File: config.mk
export PLATFORM = sky130hd
export DESIGN_NAME = sbp_pipeline_injector_flat
export DESIGN_NICKNAME = d
export VERILOG_FILES = /design/src/rtl/sbp_pipeline_injector_if.sv /design/src/rtl/sbp_pipeline_injector.sv /design/src/flat_wrapper.sv
export SDC_FILE = /design/constraint.sdc
export NUM_CORES = 1
export LEC_CHECK = 0
export CORE_ASPECT_RATIO = 0.7
export CORE_MARGIN = 1
export CORE_UTILIZATION = 59
export CTS_CLUSTER_DIAMETER = 150
export DETAILED_ROUTE_END_ITERATION = 6
export PLACE_DENSITY = 0.94
export SLEW_MARGIN = 10
export SYNTH_ARGS = -nofsm -noshare
export SYNTH_HDL_FRONTEND = slang
export SYNTH_SLANG_ARGS = --single-unit
File: constraint.sdc
create_clock -name clk -period 8.1 [get_ports clk]
set_input_delay 1.62 -clock clk [delete_from_list [all_inputs] [get_ports clk]]
set_output_delay 1.62 -clock clk [all_outputs]
set_load 0.02 [all_outputs]
File: src/rtl/sbp_pipeline_injector_if.sv
// Request-side bundle for sbp_pipeline_injector.
//
// Carries the lookup channel (valid/address/ready) and the update channel
// (valid/prefix/length/stage/location/result/ready) between a requester and
// the injector.
//   master : requester side, drives the valids and payloads, observes readies
//   slave  : injector side, observes the valids and payloads, drives readies
interface sbp_pipeline_injector_if #(
  parameter int STAGE_ID_BITS = 6,
  parameter int LOCATION_BITS = 11,
  parameter int RESULT_BITS   = 24
);
  logic                     lkp_valid_i;
  logic [31:0]              lkp_ip_addr_i;
  logic                     lkp_ready_o;

  logic                     upd_valid_i;
  logic [31:0]              upd_prefix_i;
  logic [5:0]               upd_prefix_len_i;
  logic [STAGE_ID_BITS-1:0] upd_stage_id_i;
  logic [LOCATION_BITS-1:0] upd_location_i;
  logic [RESULT_BITS-1:0]   upd_result_i;
  logic                     upd_ready_o;

  modport master (
    output lkp_valid_i, lkp_ip_addr_i,
    output upd_valid_i, upd_prefix_i, upd_prefix_len_i,
    output upd_stage_id_i, upd_location_i, upd_result_i,
    input  lkp_ready_o, upd_ready_o
  );

  modport slave (
    input  lkp_valid_i, lkp_ip_addr_i,
    input  upd_valid_i, upd_prefix_i, upd_prefix_len_i,
    input  upd_stage_id_i, upd_location_i, upd_result_i,
    output lkp_ready_o, upd_ready_o
  );
endinterface

File: src/rtl/sbp_pipeline_injector.sv
// Head-of-pipeline injector for a stage-based trie lookup engine.
//
// Merges lookup requests and queued update (node write) requests into one
// beat per cycle that feeds stage 1. Updates wait in a small FIFO; they win
// arbitration over lookups except that a waiting lookup is forced in after
// MAX_UPD_BURST consecutive update beats.
//
// Ports:
//   clk          single clock, rising edge
//   rst          asynchronous reset, active low
//   req          request bundle (slave modport): lookup and update channels
//   update_o     head beat is an update (1) or lookup/idle (0)
//   ip_addr_o    lookup address, or masked update prefix
//   bit_pos_o    0 for lookups, min(prefix length, 32) for updates
//   stage_id_o   ROOT_STAGE_ID for lookups, target stage for updates, 0 idle
//   location_o   target location for updates, else 0
//   result_o     result field for updates, else 0
//   lkp_count_o  lookup beats injected (wraps)
//   upd_count_o  update beats injected (wraps)
module sbp_pipeline_injector #(
  parameter int STAGE_ID_BITS  = 6,
  parameter int LOCATION_BITS  = 11,
  parameter int RESULT_BITS    = 24,
  parameter int ROOT_STAGE_ID  = 1,
  parameter int UPD_FIFO_DEPTH = 4,
  parameter int MAX_UPD_BURST  = 3
) (
  input  logic                     clk,
  input  logic                     rst,
  sbp_pipeline_injector_if.slave   req,
  output logic                     update_o,
  output logic [31:0]              ip_addr_o,
  output logic [5:0]               bit_pos_o,
  output logic [STAGE_ID_BITS-1:0] stage_id_o,
  output logic [LOCATION_BITS-1:0] location_o,
  output logic [RESULT_BITS-1:0]   result_o,
  output logic [15:0]              lkp_count_o,
  output logic [15:0]              upd_count_o
);

  localparam int PTR_W   = $clog2(UPD_FIFO_DEPTH);
  localparam int OCC_W   = PTR_W + 1;
  localparam int BURST_W = $clog2(MAX_UPD_BURST + 1);

  localparam logic [OCC_W-1:0]         DEPTH_C     = OCC_W'(UPD_FIFO_DEPTH);
  localparam logic [BURST_W-1:0]       MAX_BURST_C = BURST_W'(MAX_UPD_BURST);
  localparam logic [STAGE_ID_BITS-1:0] ROOT_C      = STAGE_ID_BITS'(ROOT_STAGE_ID);

  typedef struct packed {
    logic [31:0]              prefix;
    logic [5:0]               len;
    logic [STAGE_ID_BITS-1:0] stage_id;
    logic [LOCATION_BITS-1:0] location;
    logic [RESULT_BITS-1:0]   result;
  } upd_entry_t;

  // Keep only the top 'len' bits of the prefix; len >= 32 keeps all of it.
  function automatic logic [31:0] mask_prefix(input logic [31:0] prefix,
                                              input logic [5:0]  len);
    logic [31:0] keep;
    if (len == 6'd0)
      keep = '0;
    else if (len >= 6'd32)
      keep = '1;
    else
      keep = 32'hFFFF_FFFF << (6'd32 - len);
    return prefix & keep;
  endfunction

  function automatic logic [5:0] clamp_bit_pos(input logic [5:0] len);
    return (len >= 6'd32) ? 6'd32 : len;
  endfunction

  upd_entry_t               fifo_mem_q [UPD_FIFO_DEPTH];
  upd_entry_t               wr_entry;
  upd_entry_t               rd_entry;

  logic [PTR_W-1:0]         wr_ptr_q, wr_ptr_d;
  logic [PTR_W-1:0]         rd_ptr_q, rd_ptr_d;
  logic [OCC_W-1:0]         occ_q, occ_d;
  logic                     upd_ready_q, upd_ready_d;
  logic [BURST_W-1:0]       burst_q, burst_d;

  logic                     update_q, update_d;
  logic [31:0]              ip_addr_q, ip_addr_d;
  logic [5:0]               bit_pos_q, bit_pos_d;
  logic [STAGE_ID_BITS-1:0] stage_id_q, stage_id_d;
  logic [LOCATION_BITS-1:0] location_q, location_d;
  logic [RESULT_BITS-1:0]   result_q, result_d;
  logic [15:0]              lkp_count_q, lkp_count_d;
  logic [15:0]              upd_count_q, upd_count_d;

  logic                     push;
  logic                     pop;
  logic                     force_lkp;
  logic                     lkp_win;

  assign wr_entry.prefix   = req.upd_prefix_i;
  assign wr_entry.len      = req.upd_prefix_len_i;
  assign wr_entry.stage_id = req.upd_stage_id_i;
  assign wr_entry.location = req.upd_location_i;
  assign wr_entry.result   = req.upd_result_i;
  assign rd_entry          = fifo_mem_q[rd_ptr_q];

  // Arbitration. The ready used for push is the registered one, so a pop in
  // this cycle never makes room for a push in the same cycle, and an entry
  // pushed now is only visible to pop after the edge (no bypass).
  always_comb begin
    push      = req.upd_valid_i && upd_ready_q;
    force_lkp = req.lkp_valid_i && (burst_q == MAX_BURST_C);
    pop       = (occ_q != '0) && !force_lkp;
    lkp_win   = req.lkp_valid_i && !pop && rst;
  end

  assign req.lkp_ready_o = lkp_win;
  assign req.upd_ready_o = upd_ready_q;

  // FIFO bookkeeping and burst tracking.
  always_comb begin
    wr_ptr_d = wr_ptr_q;
    rd_ptr_d = rd_ptr_q;
    occ_d    = occ_q;
    if (push) wr_ptr_d = wr_ptr_q + 1'b1;
    if (pop)  rd_ptr_d = rd_ptr_q + 1'b1;
    case ({push, pop})
      2'b10:   occ_d = occ_q + 1'b1;
      2'b01:   occ_d = occ_q - 1'b1;
      default: occ_d = occ_q;
    endcase
    upd_ready_d = (occ_d < DEPTH_C);

    // Burst only counts update beats taken while a lookup is waiting.
    burst_d = '0;
    if (req.lkp_valid_i && pop)
      burst_d = (burst_q == MAX_BURST_C) ? burst_q : burst_q + 1'b1;
  end

  // Head beat for the next edge: update, lookup, or all-zero idle.
  always_comb begin
    update_d    = 1'b0;
    ip_addr_d   = '0;
    bit_pos_d   = '0;
    stage_id_d  = '0;
    location_d  = '0;
    result_d    = '0;
    lkp_count_d = lkp_count_q;
    upd_count_d = upd_count_q;
    if (pop) begin
      update_d    = 1'b1;
      ip_addr_d   = mask_prefix(rd_entry.prefix, rd_entry.len);
      bit_pos_d   = clamp_bit_pos(rd_entry.len);
      stage_id_d  = rd_entry.stage_id;
      location_d  = rd_entry.location;
      result_d    = rd_entry.result;
      upd_count_d = upd_count_q + 16'd1;
    end else if (lkp_win) begin
      ip_addr_d   = req.lkp_ip_addr_i;
      stage_id_d  = ROOT_C;
      lkp_count_d = lkp_count_q + 16'd1;
    end
  end

  // Entry storage has no reset: occupancy alone defines which slots are live.
  always_ff @(posedge clk) begin
    if (push) fifo_mem_q[wr_ptr_q] <= wr_entry;
  end

  always_ff @(posedge clk or negedge rst) begin
    if (!rst) begin
      wr_ptr_q    <= '0;
      rd_ptr_q    <= '0;
      occ_q       <= '0;
      upd_ready_q <= 1'b0;
      burst_q     <= '0;
      update_q    <= 1'b0;
      ip_addr_q   <= '0;
      bit_pos_q   <= '0;
      stage_id_q  <= '0;
      location_q  <= '0;
      result_q    <= '0;
      lkp_count_q <= '0;
      upd_count_q <= '0;
    end else begin
      wr_ptr_q    <= wr_ptr_d;
      rd_ptr_q    <= rd_ptr_d;
      occ_q       <= occ_d;
      upd_ready_q <= upd_ready_d;
      burst_q     <= burst_d;
      update_q    <= update_d;
      ip_addr_q   <= ip_addr_d;
      bit_pos_q   <= bit_pos_d;
      stage_id_q  <= stage_id_d;
      location_q  <= location_d;
      result_q    <= result_d;
      lkp_count_q <= lkp_count_d;
      upd_count_q <= upd_count_d;
    end
  end

  assign update_o    = update_q;
  assign ip_addr_o   = ip_addr_q;
  assign bit_pos_o   = bit_pos_q;
  assign stage_id_o  = stage_id_q;
  assign location_o  = location_q;
  assign result_o    = result_q;
  assign lkp_count_o = lkp_count_q;
  assign upd_count_o = upd_count_q;

endmodule
File: src/flat_wrapper.sv
// flat-port wrapper written by rule: the top's interface ports become plain ports
module sbp_pipeline_injector_flat 
#(
  parameter int STAGE_ID_BITS  = 6,
  parameter int LOCATION_BITS  = 11,
  parameter int RESULT_BITS    = 24,
  parameter int ROOT_STAGE_ID  = 1,
  parameter int UPD_FIFO_DEPTH = 4,
  parameter int MAX_UPD_BURST  = 3
)
  (clk, rst, update_o, ip_addr_o, bit_pos_o, stage_id_o, location_o, result_o, lkp_count_o, upd_count_o, req_lkp_valid_i, req_lkp_ip_addr_i, req_upd_valid_i, req_upd_prefix_i, req_upd_prefix_len_i, req_upd_stage_id_i, req_upd_location_i, req_upd_result_i, req_lkp_ready_o, req_upd_ready_o);
  sbp_pipeline_injector_if #(.STAGE_ID_BITS(STAGE_ID_BITS), .LOCATION_BITS(LOCATION_BITS), .RESULT_BITS(RESULT_BITS)) req_i ();
  input  logic clk;
  input  logic rst;
  output logic update_o;
  output logic [31:0] ip_addr_o;
  output logic [5:0] bit_pos_o;
  output logic [STAGE_ID_BITS-1:0] stage_id_o;
  output logic [LOCATION_BITS-1:0] location_o;
  output logic [RESULT_BITS-1:0] result_o;
  output logic [15:0] lkp_count_o;
  output logic [15:0] upd_count_o;
  input wire logic [$bits(req_i.lkp_valid_i)-1:0] req_lkp_valid_i;
  input wire logic [$bits(req_i.lkp_ip_addr_i)-1:0] req_lkp_ip_addr_i;
  input wire logic [$bits(req_i.upd_valid_i)-1:0] req_upd_valid_i;
  input wire logic [$bits(req_i.upd_prefix_i)-1:0] req_upd_prefix_i;
  input wire logic [$bits(req_i.upd_prefix_len_i)-1:0] req_upd_prefix_len_i;
  input wire logic [$bits(req_i.upd_stage_id_i)-1:0] req_upd_stage_id_i;
  input wire logic [$bits(req_i.upd_location_i)-1:0] req_upd_location_i;
  input wire logic [$bits(req_i.upd_result_i)-1:0] req_upd_result_i;
  output wire logic [$bits(req_i.lkp_ready_o)-1:0] req_lkp_ready_o;
  output wire logic [$bits(req_i.upd_ready_o)-1:0] req_upd_ready_o;
  assign req_i.lkp_valid_i = req_lkp_valid_i;
  assign req_i.lkp_ip_addr_i = req_lkp_ip_addr_i;
  assign req_i.upd_valid_i = req_upd_valid_i;
  assign req_i.upd_prefix_i = req_upd_prefix_i;
  assign req_i.upd_prefix_len_i = req_upd_prefix_len_i;
  assign req_i.upd_stage_id_i = req_upd_stage_id_i;
  assign req_i.upd_location_i = req_upd_location_i;
  assign req_i.upd_result_i = req_upd_result_i;
  assign req_lkp_ready_o = req_i.lkp_ready_o;
  assign req_upd_ready_o = req_i.upd_ready_o;
  sbp_pipeline_injector #(.STAGE_ID_BITS(STAGE_ID_BITS), .LOCATION_BITS(LOCATION_BITS), .RESULT_BITS(RESULT_BITS), .ROOT_STAGE_ID(ROOT_STAGE_ID), .UPD_FIFO_DEPTH(UPD_FIFO_DEPTH), .MAX_UPD_BURST(MAX_UPD_BURST)) u_core (.clk(clk), .rst(rst), .req(req_i), .update_o(update_o), .ip_addr_o(ip_addr_o), .bit_pos_o(bit_pos_o), .stage_id_o(stage_id_o), .location_o(location_o), .result_o(result_o), .lkp_count_o(lkp_count_o), .upd_count_o(upd_count_o));
endmodule
-- After elaboration in Yosys (flattened, before gate mapping)
Memory sizes are Yosys's and may differ from the RTL's.
Index checks and enable logic that the tools add are counted.
W data, S select, Z words.
- bits in registers: 122
- RAM bits: 316
- input port bits: 115
- output and inout port bits: 114
- word-level logic and storage cells: 59
- memories: 1
- memory list (name ; words ; bits a word ; rd ports ; clocked after Yosys merged registers in ; wr ports ; line ; source):
    u_core.fifo_mem_q ; 4 ; 79 ; 1 ; 0 ; 1 ; sbp_pipeline_injector.sv:74 ; upd_entry_t fifo_mem_q [UPD_FIFO_DEPTH];
- add/subtract/negate cells: 8
- magnitude comparators: 2
- eq/ne operators: 4
- shift operators: 1
- multiplexer cells: 17
- bitwise operators: 2
- reduce and logical (&&, ||, !) cells: 11
- operator list (operator ; number):
    $mux W32 ; 5
    $add A16 B1 Y16 const B ; 2
    $and A32 B32 Y32 ; 1
    $shl A32 B6 Y32 const A ; 1
    $mux W24 ; 1
    $mux W6 ; 3
    $mux W11 ; 1
    $add A2 B1 Y2 const B ; 3
    $ge A6 B6 Y1 const B ; 1
    $logic_and A1 B1 Y1 ; 6
    $logic_not A6 Y1 ; 1
    $pmux W3 S2 ; 1
    $sub A6 B6 Y6 const A ; 1
    $eq A2 B2 Y1 const B ; 2
    $mux W1 ; 4
    $mux W2 ; 2
    $add A3 B1 Y3 const B ; 1
    $lt A3 B3 Y1 const B ; 1
    $reduce_bool A3 Y1 ; 1
    $sub A3 B1 Y3 const B ; 1
    $eq A2 B1 Y1 const B ; 1
    $logic_not A1 Y1 ; 2
    $ne A2 B2 Y1 const B ; 1
    $reduce_and A2 Y1 ; 1
    $not A1 Y1 ; 1

-- Logic depth before layout (Yosys ltp)
- depth after elaboration: 9
- depth in mapped cells: 11
- gate-level depth less buffers: 10

-- Worst setup path before layout
OpenSTA, ideal clock, no wires.
- path kind: input to register
- start point: input req_upd_valid_i
- end point: memory u_core.fifo_mem_q[1][0] (netlist bit) (enable)
- library setup time: 446 ps
- arrival time: 3516 ps
- required time: 7654 ps
- slack: 4137 ps
- stages on the path: 1
- path buffers: 0
- cell sequence: and3_1
- word-level cells in the longest chain between the ends: 3
- ends and longest elaborated chain (item ; line ; source):
    start: declaration ; flat_wrapper.sv:25 ; input wire logic [$bits(req_i.upd_valid_i)-1:0] req_upd_valid_i;
    $logic_and A1 B1 Y1 ; sbp_pipeline_injector.sv:109 ; push = req.upd_valid_i && upd_ready_q;
    $mux W1 ; sbp_pipeline_injector.sv:165 ; if (push) fifo_mem_q[wr_ptr_q] <= wr_entry;
    $mux W1 (not written as such) ; sbp_pipeline_injector.sv:165 ;
    end: declaration ; sbp_pipeline_injector.sv:74 ;
Every way passes these cells.

-- Worst setup path in the final report
- start point: input req_lkp_valid_i
- end point: output req_lkp_ready_o
- word-level cells in the longest chain between the ends: 6
- ends and longest elaborated chain (item ; line ; source):
    start: declaration ; flat_wrapper.sv:23 ; input wire logic [$bits(req_i.lkp_valid_i)-1:0] req_lkp_valid_i;
    $logic_and A1 B1 Y1 ; sbp_pipeline_injector.sv:110 ; force_lkp = req.lkp_valid_i && (burst_q == MAX_BURST_C);
    $logic_not A1 Y1 ; sbp_pipeline_injector.sv:111 ; pop = (occ_q != '0) && !force_lkp;
    $logic_and A1 B1 Y1 ; sbp_pipeline_injector.sv:111 ;
    $logic_not A1 Y1 ; sbp_pipeline_injector.sv:112 ; lkp_win = req.lkp_valid_i && !pop && rst;
    $logic_and A1 B1 Y1 (*) (2 in series) ; sbp_pipeline_injector.sv:112 ;
    end: declaration ; flat_wrapper.sv:31 ; output wire logic [$bits(req_i.lkp_ready_o)-1:0] req_lkp_ready_o;
Mark *: on every way between the ends. The rest lies on a longest branch, timed or not.

==> impl_metrics.csv <==
group,metric,value,unit
yosys,ys_top_cells_by_area,"edfxtp_1 57%, dfrtp_1 18%, mux4_2 11%",
routing,firstDrtPassIters,5,
sta,rsz0062_at_grt,"false",
floorplan,die_h,141.9,µm
floorplan,coreArea,27090,µm²
routing,wl,35.75,mm
critical_path,required,6480,ps
global_routing,grt_antenna_before_repair,6,
clock_tree,cts-root-buf,"clkbuf_16",
sta,skew,12.82,ps
critical_path,worstSetupStartpoint,"req_lkp_valid_i",
clock_tree,hold_buffers,0,
sta,final-hold-violation-count,0,
pwr,swShare,32.18,%
global_routing,grt_max_degree,74,
critical_path,setup.worst_path.class,"input port to primary output",
yosys,synth_edf_count,316,
yosys,synth.distinct_cells,52,
cells_and_area,multi_input_area,3756,µm²
yosys,async_flop_share,27.85,%
pwr,p_int,0.005271,W
pwr,p_seq_share,40.9,%
pwr,combPwrFrac,33.9,%
sta,maxSlewHeadroom,33.18,%
critical_path,crit_fanout,42,
clock_tree,clk_pin_slew,70,ps
sta,maxSlewViolCount,0,
clock_tree,cts_tree,"done",
clock_tree,clock_latency,540,ps
routing,drc,0,
global_routing,grt_pass1_vias,9216,
sta,timing.final.ws_setup,2974,ps
routing,wl_per_cell,23.92,µm
floorplan,die_w,201.9,µm
routing,antenna_left,0,
global_routing,grt_pass1_wl,54.76,mm
placed_design,gp_congestion,0.8840,
clock_tree,cts_made_buffers,41,
cells_and_area,area_growth,24.65,%
sta,period_share,63.28,%
yosys,yosys_warnings,0,
yosys,yosys_most_used_dff,"edfxtp_1",
yosys,synth_area,16500,µm²
run,drv_cap,0,
sta,setup-tns-final,0,ps
routing,vias_per_cell,6.025,
pwr,ir_drop,0.0002339,V
pwr,switchingPower,0.002501,W
cells_and_area,drive_above_1_share,15.90,%
yosys,ys_seq_area_share,76.00,%
yosys,yosysTopAreaCellShare,57.50,%
floorplan,floorplan.rows,50,
routing,drt-initial-drc-count,715,
clock_tree,cts_max_level,2,
sta,max_freq,195.1,MHz
floorplan,initial_core_util,60.92,%
min_path,hold_path_class,"flop to flop",
yosys,synthCells,854,
global_routing,grt-ovfl-total,0,
yosys,syn_area_per_cell,19.32,µm²
global_routing,gr-usage-all-layers,25.68,%
sta,setup_viol,0,
cells_and_area,seq_area,12550,µm²
cells_and_area,layout.nets,1222,
placed_design,dpl.hpwl,22.57,mm
floorplan,die_area,28660,µm²
clock_tree,clk_path_buf_depth,3,
routing,vias,9008,
clock_tree,clock-sinks,438,
placed_design,place_area,19170,µm²
pwr,power.density,377.8,nW/µm²
sta,fin_crit,5126,ps
cells_and_area,final_cell_area,20570,µm²
sta,tightest_slew,1002,ps
critical_path,end_kind,"primary output",
status,status,"finished clean",
placed_design,pre_cts_slack,3011,ps
placed_design,port_buffers,228,
floorplan,ios,229,
critical_path,timing.rr.start,"u_core.rd_ptr_q[0]",
critical_path,setup.worst_path.start_class,"input port",
min_path,hold_start,"u_core.burst_q[0]",
yosys,ys_ff_latch,438,
clock_tree,cts_resized,0,
yosys,syn-num-nets,983,
pwr,p_clk_share,25.1,%
pwr,p_leak,7.377,nW
cells_and_area,fillers,1496,
critical_path,arrival,3510,ps
yosys,yosysTopAreaCell,"edfxtp_1",
clock_tree,post-cts-setup-buffer-count,0,
[critical path, cell delays in order]
cell             delay, ps
clkdlybuf4s50_1        560
o211a_1                180
buf_4                  410
clkdlybuf4s50_1        700
[per-layer routing]
metal	global-route usage [%]	vias to the layer above	routed length [µm]
li1	-	3899	-
met1	37.65	4601	14810
met2	39.57	431	17320
met3	5.449	75	2761
met4	7.855	2	844
met5	0	-	13
[metrics by stage]
stage / hold slack [ps] / cells / utilization (%) / total power [W]
floorplan: 406.3 / 854 / - / 0.004837
global placement: 420.9 / 1414 / 70.78 / 0.005741
detailed placement: 437.2 / 1414 / 70.78 / 0.005847
CTS: 445.9 / 1490 / 75.90 / 0.007813
global route: 460.7 / 1492 / 75.92 / 0.008104
finish: 436.9 / 1495 / 75.94 / 0.007771
[flip-flops by register name, indices dropped and copies added, names as in the netlist, 3 cells and up]
| register | flops |
|---|---|
| u_core.stage_id_o | 6 |
| u_core.fifo_mem_q | 316 |
| u_core.bit_pos_o | 6 |
| u_core.location_o | 11 |
| u_core.result_o | 24 |
| u_core.occ_q | 3 |
| u_core.lkp_count_o | 16 |
| u_core.ip_addr_o | 32 |
| u_core.upd_count_o | 16 |
[cell usage in the layout (no fill, tap or decap), types with 2 or more instances in the layout]
master,netlist,final
ha_1,13,13
o21ai_1,20,20
clkdlybuf4s50_1,0,227
mux4_2,79,79
a32o_1,17,17
nand3b_1,2,2
and2_1,2,2
edfxtp_1,316,316
clkinv_1,0,3
xor2_1,7,7
diode_2,0,5
o31a_1,2,2
and3_1,52,48
clkinv_2,0,10
nor3_1,13,13
clkinvlp_4,0,2
inv_6,0,2
nor2_1,8,8
a31oi_1,12,12
clkbuf_16,0,42
and3_4,0,4
xnor2_1,29,29
clkbuf_8,0,5
a22oi_1,5,5
clkbuf_1,25,5
nand3_1,12,12
buf_4,1,12
dfrtp_1,122,120
dfrtp_4,0,2
mux2_2,4,4
a21oi_1,8,8
nand4_1,9,9
and4_1,4,4
inv_1,9,9
nand2_1,41,41
bufinv_16,0,4
[path summary, 6_finish.rpt]
check	to	slack (ps)	cells after the start
max in group asynchronous	u_core.rd_ptr_q[0]	5590	2
hold / removal	u_core.burst_q[0]	440	1
setup reg to reg	u_core.ip_addr_o[19]	4340	8
setup / recovery	req_lkp_ready_o	2970	4
min in group asynchronous	u_core.location_o[1]	1040	1
hold reg to reg	u_core.burst_q[0]	440	1
[layout make-up]
cell class / instances / area share, %
Tap cell: 364 / 2.214
Timing Repair Buffer: 240 / 11.54
Inverter: 10 / 0.1825
Clock inverter: 24 / 1.210
Antenna cell: 5 / 0.06082
Sequential cell: 438 / 61.00
Multi-Input combinational cell: 362 / 18.26
Clock buffer: 52 / 5.535
[power by group through the flow]
stage	clock (W)	combinational, W	sequential (W)
floorplan	0	0.00146	0.00337
global placement	0	0.00254	0.00320
detailed placement	0	0.00262	0.00323
CTS	0.00198	0.00264	0.00319
global route	0.00207	0.00281	0.00323
finish	0.00195	0.00264	0.00318
[Yosys cell counts (12+ instances only)]
| cell type | number |
|---|---|
| ha_1 | 13 |
| a31oi_1 | 12 |
| and3_1 | 52 |
| edfxtp_1 | 316 |
| o21ai_1 | 20 |
| nand2_1 | 41 |
| xnor2_1 | 29 |
| dfrtp_1 | 122 |
| a32o_1 | 17 |
| clkbuf_1 | 25 |
| nor3_1 | 13 |
| nand3_1 | 12 |
| mux4_2 | 79 |
[logic make-up after synthesis]
group | share of synthesized area, %
buf+inv | 1.365
compound gates | 3.381
xor+xnor | 1.911
simple gates | 5.125
fa+ha+maj | 1.107
mux | 11.11
flops | 76.00
No activity file was read; power rests on OpenSTA's default activity.
